[src/rtl/phase_sequencer_if.sv]
// Control-decoder handshake bundle: run/step/resume/halt in, phase and status out.
// master = controller side, slave = phase_sequencer.
interface phase_sequencer_if #(
  parameter int ICNT_W = 16
);
  logic              run;
  logic              step_req;
  logic              resume;
  logic              halt;
  logic [2:0]        phase;
  logic              running;
  logic              halted;
  logic              step_ack;
  logic [ICNT_W-1:0] icount;

  modport master (
    output run, step_req, resume, halt,
    input  phase, running, halted, step_ack, icount
  );

  modport slave (
    input  run, step_req, resume, halt,
    output phase, running, halted, step_ack, icount
  );
endinterface

[src/rtl/phase_sequencer.sv]
// Instruction phase sequencer (IDLE/RUN/STEP/HALT); retired-instruction counter built only with PHASE_SEQ_ICOUNT_EN.
// All outputs registered, one-edge response; requests outside their accepting state are dropped, never queued.
module phase_sequencer #(
  parameter int ICNT_W = 16
) (
  input  logic               clk,
  input  logic               rst,
  phase_sequencer_if.slave   bus
);

  typedef enum logic [1:0] {
    S_IDLE = 2'd0,
    S_RUN  = 2'd1,
    S_STEP = 2'd2,
    S_HALT = 2'd3
  } state_e;

  state_e     state_q;
  logic [2:0] phase_q;
  logic       running_q;
  logic       halted_q;
  logic       step_ack_q;

  always_ff @(posedge clk or posedge rst) begin
    if (rst) begin
      state_q    <= S_IDLE;
      phase_q    <= 3'd0;
      running_q  <= 1'b0;
      halted_q   <= 1'b0;
      step_ack_q <= 1'b0;
    end else begin
      step_ack_q <= 1'b0;
      case (state_q)
        S_IDLE: begin
          phase_q <= 3'd0;
          if (bus.run) begin
            state_q   <= S_RUN;
            running_q <= 1'b1;
          end else if (bus.step_req) begin
            state_q   <= S_STEP;
            running_q <= 1'b1;
          end
        end
        S_RUN, S_STEP: begin
          // The halting instruction retires at phase 4; phases 5..7 are skipped.
          if (phase_q == 3'd4 && bus.halt) begin
            state_q    <= S_HALT;
            phase_q    <= 3'd0;
            running_q  <= 1'b0;
            halted_q   <= 1'b1;
            step_ack_q <= (state_q == S_STEP);
          end else if (phase_q == 3'd7) begin
            phase_q <= 3'd0;
            if (state_q == S_STEP || !bus.run) begin
              state_q   <= S_IDLE;
              running_q <= 1'b0;
            end
            step_ack_q <= (state_q == S_STEP);
          end else begin
            phase_q <= phase_q + 3'd1;
          end
        end
        S_HALT: begin
          if (bus.resume) begin
            state_q  <= S_IDLE;
            halted_q <= 1'b0;
          end
        end
        default: begin
          state_q   <= S_IDLE;
          phase_q   <= 3'd0;
          running_q <= 1'b0;
          halted_q  <= 1'b0;
        end
      endcase
    end
  end

  assign bus.phase    = phase_q;
  assign bus.running  = running_q;
  assign bus.halted   = halted_q;
  assign bus.step_ack = step_ack_q;

`ifdef PHASE_SEQ_ICOUNT_EN
  logic [ICNT_W-1:0] icount_q;
  logic [ICNT_W-1:0] icount_d;
  logic              retire_d;

  always_comb begin
    retire_d = running_q && (phase_q == 3'd7 || (phase_q == 3'd4 && bus.halt));
    icount_d = retire_d ? icount_q + 1'b1 : icount_q;
  end

  always_ff @(posedge clk or posedge rst) begin
    if (rst) begin
      icount_q <= '0;
    end else begin
      icount_q <= icount_d;
    end
  end

  assign bus.icount = icount_q;
`else
  assign bus.icount = '0;
`endif

endmodule
[src/flat_wrapper.sv]
// flat-port wrapper written by rule: the top's interface ports become plain ports
module phase_sequencer_flat 
#(
  parameter int ICNT_W = 16
)
  (clk, rst, bus_run, bus_step_req, bus_resume, bus_halt, bus_phase, bus_running, bus_halted, bus_step_ack, bus_icount);
  phase_sequencer_if #(.ICNT_W(ICNT_W)) bus_i ();
  input  logic clk;
  input  logic rst;
  input wire logic [$bits(bus_i.run)-1:0] bus_run;
  input wire logic [$bits(bus_i.step_req)-1:0] bus_step_req;
  input wire logic [$bits(bus_i.resume)-1:0] bus_resume;
  input wire logic [$bits(bus_i.halt)-1:0] bus_halt;
  output wire logic [$bits(bus_i.phase)-1:0] bus_phase;
  output wire logic [$bits(bus_i.running)-1:0] bus_running;
  output wire logic [$bits(bus_i.halted)-1:0] bus_halted;
  output wire logic [$bits(bus_i.step_ack)-1:0] bus_step_ack;
  output wire logic [$bits(bus_i.icount)-1:0] bus_icount;
  assign bus_i.run = bus_run;
  assign bus_i.step_req = bus_step_req;
  assign bus_i.resume = bus_resume;
  assign bus_i.halt = bus_halt;
  assign bus_phase = bus_i.phase;
  assign bus_running = bus_i.running;
  assign bus_halted = bus_i.halted;
  assign bus_step_ack = bus_i.step_ack;
  assign bus_icount = bus_i.icount;
  phase_sequencer #(.ICNT_W(ICNT_W)) u_core (.clk(clk), .rst(rst), .bus(bus_i));
endmodule
[config.mk]
export PLATFORM = sky130hd
export DESIGN_NAME = phase_sequencer_flat
export DESIGN_NICKNAME = d
export VERILOG_FILES = /design/src/rtl/phase_sequencer_if.sv /design/src/rtl/phase_sequencer.sv /design/src/flat_wrapper.sv
export SDC_FILE = /design/constraint.sdc
export NUM_CORES = 1
export LEC_CHECK = 0
export CAP_MARGIN = 20
export CORE_AREA = 4 4 42 44
export CTS_CLUSTER_DIAMETER = 60
export DETAILED_ROUTE_END_ITERATION = 8
export DIE_AREA = 0 0 46 48
export DONT_BUFFER_PORTS = 1
export MAX_ROUTING_LAYER = met4
export PLACE_DENSITY = 0.69
export SYNTH_ARGS = -nofsm -noshare
export SYNTH_HDL_FRONTEND = slang
export SYNTH_SLANG_ARGS = --single-unit
[constraint.sdc]
create_clock -name clk -period 1.4 [get_ports clk]
set_clock_uncertainty 0.05 [all_clocks]
set_input_delay 0.21 -clock clk [delete_from_list [all_inputs] [get_ports clk]]
set_output_delay 0.21 -clock clk [all_outputs]
set_load 0.02 [all_outputs]
Word-level counts from Yosys, hierarchy flattened. Cells that the tools add are included.

Output and inout port bits: 22. Input port bits: 6. Flip-flop bits (word level): 8.

Mux-type cells: 22. Reduce and logical (&&, ||, !) cells: 10. Equality and inequality tests: 10. Add/subtract/negate cells: 1.

Operators with widths (number): $mux 2 (6); $mux 1 (10); $reduce_and 4->1 (2); $eq 3x3->1 const B (2); $mux 3 (2); $ne 3x1->1 const B (2); $pmux 2 s3 (1); $pmux 3 s2 (1); $eq 2x2->1 const B (2); $pmux 1 s2 (2); $reduce_bool 2->1 (2); $add 3x1->3 const B (1); $ne 3x3->1 const B (1); $reduce_and 3->1 (1); $eq 2x1->1 const B (1); $logic_not 2->1 (1); $ne 2x1->1 const B (1); $ne 2x2->1 const B (1); $reduce_or 2->1 (1); $logic_and 1x1->1 (1); $logic_not 1->1 (1); $logic_or 1x1->1 (1).

Depth between registers and ports, before layout.
Depth in word-level cells: 6. Mapped depth: 6. Mapped depth without buffers: 6.

Worst setup path before layout. Ideal clock, no wire load.

Path type: reg2reg. From: reg u_core.phase_q[0] (netlist: u_core.bus.phase[0]). To: reg u_core.state_q[0]. Setup time: 0.133 ns. Required time: 1.217 ns. Period minus slack after synthesis: 1.597 ns. Path slack: -0.197 ns. Path buffers: 0. Cell stages (with the launch flop): 7. Arrival time: 1.414 ns. Cell sequence: dfrtp_1 -> inv_1 -> ha_1 -> and3_4 -> a211oi_2 -> nor3_1 -> a2bb2oi_1.

Longest elaborated chain between the ends: 4.

RTL lines: from (decl) (line phase_sequencer.sv:19) `logic [2:0] phase_q;`; from (signal assigned) (line phase_sequencer.sv:60) `phase_q <= phase_q + 3'd1;`; $eq 3x3->1 (line phase_sequencer.sv:46) `if (phase_q == 3'd4 && bus.halt) begin`; $logic_and 1x1->1 (line phase_sequencer.sv:46); $ne 3x1->1 (no line) or $mux 2 (tied branches); $reduce_and 4->1 (no line) or $pmux 2 s3 (tied branches); to (signal assigned) (line phase_sequencer.sv:40) `state_q <= S_STEP;`; to (signal assigned) (line phase_sequencer.sv:47) `state_q <= S_HALT;`; to (signal assigned) (line phase_sequencer.sv:55) `state_q <= S_IDLE;`; to (decl) (line phase_sequencer.sv:18) `state_e state_q;`.

Several ways; a longest one is shown, not always the timed one. A chain may end at the register's enable or synchronous reset.

Final worst setup path.
From: reg u_core.phase_q[0] (netlist: u_core.bus.phase[0]). To: reg u_core.state_q[1].

Same word-level chain as after synthesis.

==> qor.txt <==
STATUS
--------------------------------------------------------------------------------------------------
Result of the run                                                                     finished, violations left
Violations in the final reports                                                       negative setup slack

CTS
--------------------------------------------------------------------------------------------------
Total clock sinks                                                                                8
Clock root buffer                                                                     sky130_fd_sc_hd__clkbuf_4
Insertion delay to the later sink of the worst-skew pair                                    260 ps
Clock transition time at the flip-flop clock pins of the worst setup and hold paths          60 ps
Clock tree from TritonCTS                                                                      yes
Clock H-tree levels                                                                              1
Clock Path Buffers                                                                               2
Num CTS Buffers                                                                                  3

STA
--------------------------------------------------------------------------------------------------
Setup Viol. Count Final                                                                          3
Fmax achieved                                                                              659 MHz
Final hold violations                                                                            0
Final period util                                                                             108%
Setup repair after global routing missed its margin                                            yes
Clock period minus final worst setup slack                                                 1520 ps
Max-slew violations                                                                              0
Final Worst Setup Slack                                                                    -117 ps

GRT
--------------------------------------------------------------------------------------------------
Number of global-route vias before repair                                                      466
Wire length of the first global-routing pass                                               1910 um
Pin count of the biggest net entering global routing                                             9
Total gr overflow                                                                                0
Overall global routing resource usage                                                        13.2%
Number of antenna violations at the first check in global routing                                0

DRT
--------------------------------------------------------------------------------------------------
Via total after detailed routing                                                               510
Wire length per cell                                                                       12.5 um
Violation count after the first detailed-route iteration                                         1
Post-detailed-route count of antenna-violating nets                                              0
Post-detailed-route DRC marker count                                                             0
Iteration count of the initial detailed-routing pass                                             4
Vias per inst                                                                                 4.95
Drt total wl                                                                               1290 um

FLOORPLANNING
--------------------------------------------------------------------------------------------------
Die span in x                                                                                46 um
CORE AREA                                                                                 1440 um2
Starting density of the core                                                                 46.2%
Number of cell rows                                                                             14
Area of the die                                                                           2210 um2
Total I/O pin count                                                                             28
Die height                                                                                   48 um

PLACED DESIGN
--------------------------------------------------------------------------------------------------
Count of input and output buffers                                                                0
Routability-driven placement congestion ratio                                                0.844
Placed insts                                                                                    96
Post-placement cell area                                                                   757 um2
DP HPWL                                                                                    1040 um

POWER AND IR DROP
--------------------------------------------------------------------------------------------------
Ratio of total power to cell area                                                      2260 nW/um2
Internal power                                                                             1.10 mW
Gate power share                                                                             65.8%
Sequential fraction of design power                                                          24.3%
Post-layout power                                                                          1.95 mW
Switching power of the nets                                                               0.849 mW
Clock power frac                                                                              9.9%
Peak supply drop                                                                          0.942 mV
Pleak                                                                                     0.422 nW
Sw frac                                                                                      43.5%

LOGIC SYNTHESIS
--------------------------------------------------------------------------------------------------
Unique masters post-synth                                                                       24
Synthesized instance count                                                                      70
Share of the yosys chip area belonging to registers                                          30.2%
Synth Cell Area                                                                            663 um2
Post-synthesis sequential element count                                                          8
Average instance area after synthesis                                                     9.47 um2
Synth warnings                                                                                   0

FINISH
--------------------------------------------------------------------------------------------------
Reg area                                                                                   203 um2
Final Instance Area                                                                        863 um2
Leading cell type in the layout, fill and taps excluded                               sky130_fd_sc_hd__conb_1
Share of post-route cells with drive strength above 1                                        43.7%
Final cell utilization of the core                                                           60.1%
Post-Layout Cell Count                                                                         103
Total of fill cells in the finished design                                                     129
Fin nets                                                                                       103
Area growth from synthesis to layout                                                         30.2%
Diodes inserted                                                                                  0
Multi-input combinational cell area                                                        484 um2
Top library cells by usage in the layout, fill and taps aside                         16 x sky130_fd_sc_hd__conb_1, 13 x sky130_fd_sc_hd__buf_4, 6 x sky130_fd_sc_hd__dfrtp_1, 5 x sky130_fd_sc_hd__nand2_1, 4 x sky130_fd_sc_hd__ha_4

MIN PATH
--------------------------------------------------------------------------------------------------
Class of the tightest hold or removal check                                              in -> reg
Hold endpoint                                                                         u_core.state_q[0]$_DFFE_PP0P_
Hold path depth                                                                                  2
Start point of the worst hold path                                                         bus_run

CRITICAL PATH
--------------------------------------------------------------------------------------------------
Worst r2r dst                                                                         u_core.state_q[1]$_DFFE_PP0P_
Reg-to-reg slack, setup                                                                    -120 ps
Number of cells on the worst reg-to-reg path                                                     6
Highest net fanout along the worst path                                                          4
Crit. End Element                                                                        flip-flop
Data arrival, critical path                                                                1600 ps
Reg-to-Reg Start                                                                      u_core.bus.phase[0]$_DFFE_PP0P_
Worst setup startpoint                                                                u_core.bus.phase[0]$_DFFE_PP0P_
CP Class                                                                                reg -> reg
Sort of element at the start of the critical path                                        flip-flop
Critical path required time                                                                1480 ps

RUN
--------------------------------------------------------------------------------------------------
Number of violations of the max-capacitance limit                                                0

[cells by family after synthesis]
family	synth area share [%]
buffers and inverters	21.5
AOI/OAI and AO/OA	12.6
and+or+nand+nor	18.1
adders and majority gates	17.0
other	0.565
DFF	30.2
[power by group through the flow]
stage	Sequential [mW]	Clock, mW	Combinational (mW)
2_1_floorplan	0.520	0	0.737
3_3_place_gp	0.485	0	1.06
3_5_place_dp	0.488	0	1.11
4_1_cts	0.472	0.197	1.25
5_1_grt	0.494	0.207	1.42
6_report	0.474	0.194	1.28
[layout make-up]
cell class | instances | share of cell area (%)
multi-input cells | 55 | 56.1
flip-flops and latches | 8 | 23.5
repair buffers | 14 | 12.5
clock buffers | 4 | 3.04
inverters | 6 | 2.61
well taps | 16 | 2.32
[metal layers]
layer	routed length (um)	track usage, %
met1	513	14.2
met4	23	7.95
met5	0	-
met3	128	3.38
met2	623	21.7
[stage by stage]
step | setup TNS [ps] | worst slack, ps | hold WS, ps
6_report | -283 | -117 | 53.4
3_5_place_dp | -422 | -129 | 12.2
2_1_floorplan | -148 | -56.1 | -24.5
4_1_cts | -387 | -118 | 53.9
5_1_grt | -627 | -187 | 55.7
3_3_place_gp | -187 | -66.9 | 12.1
[cells in the mapped netlist]
library cell | instances | area [um2]
sky130_fd_sc_hd__buf_4 | 16 | 120
sky130_fd_sc_hd__ha_1 | 9 | 113
sky130_fd_sc_hd__dfrtp_1 | 8 | 200
sky130_fd_sc_hd__inv_1 | 6 | 22.5
sky130_fd_sc_hd__nand2_1 | 5 | 18.8
sky130_fd_sc_hd__nor3_1 | 3 | 15.0
sky130_fd_sc_hd__o21ai_0 | 3 | 15.0
sky130_fd_sc_hd__a2bb2oi_1 | 2 | 17.5
sky130_fd_sc_hd__nand2b_1 | 2 | 12.5
sky130_fd_sc_hd__nand3_1 | 2 | 10.0
sky130_fd_sc_hd__a211oi_2 | 1 | 12.5
sky130_fd_sc_hd__a21oi_1 | 1 | 5.00
sky130_fd_sc_hd__a22o_1 | 1 | 8.76
sky130_fd_sc_hd__a32o_1 | 1 | 10.0
sky130_fd_sc_hd__and2b_2 | 1 | 8.76
sky130_fd_sc_hd__and3_4 | 1 | 11.3
sky130_fd_sc_hd__conb_1 | 1 | 3.75
sky130_fd_sc_hd__nand4b_1 | 1 | 8.76
sky130_fd_sc_hd__nor2_1 | 1 | 3.75
sky130_fd_sc_hd__nor2b_1 | 1 | 6.26
sky130_fd_sc_hd__nor3b_2 | 1 | 12.5
sky130_fd_sc_hd__nor4_2 | 1 | 12.5
sky130_fd_sc_hd__o211a_1 | 1 | 10.0
sky130_fd_sc_hd__o21ai_1 | 1 | 5.00
[sequential cells by signal, indices dropped and copies added (netlist names)]
name                 flops
u_core.bus.halted        1
u_core.bus.phase         3
u_core.bus.running       1
u_core.bus.step_ack      1
u_core.state_q           2
[worst max path at each step]
stage,cells past startpoint,end,slack (ps)
6_report,6,u_core.state_q[1]$_DFFE_PP0P_,-120
5_1_grt,5,u_core.state_q[0]$_DFFE_PP0P_,-190
4_1_cts,5,u_core.state_q[1]$_DFFE_PP0P_,-120
3_5_place_dp,6,u_core.state_q[0]$_DFFE_PP0P_,-130
3_3_place_gp,6,u_core.state_q[0]$_DFFE_PP0P_,-70
2_1_floorplan,5,u_core.state_q[0]$_DFFE_PP0P_,-60
[repair_timing]
item / 4_1_cts / 5_1_grt
endpoints found under the hold margin: 8 / 0
pin swaps: 4 / 2
setup buffers: 2 / 0
hold buffers: 1 / 0
gates resized for setup: 6 / 5
endpoints found under the setup margin: 5 / 6
[worst max-delay path, cell delays in order (launching register included)]
cell and delay (ps):
sky130_fd_sc_hd__dfrtp_2 410, sky130_fd_sc_hd__inv_2 60, sky130_fd_sc_hd__ha_4 160, sky130_fd_sc_hd__and3_4 150
sky130_fd_sc_hd__a211oi_4 320, sky130_fd_sc_hd__nor3_2 80, sky130_fd_sc_hd__a2bb2oi_1 150
Power figures use the tool's default switching activity.
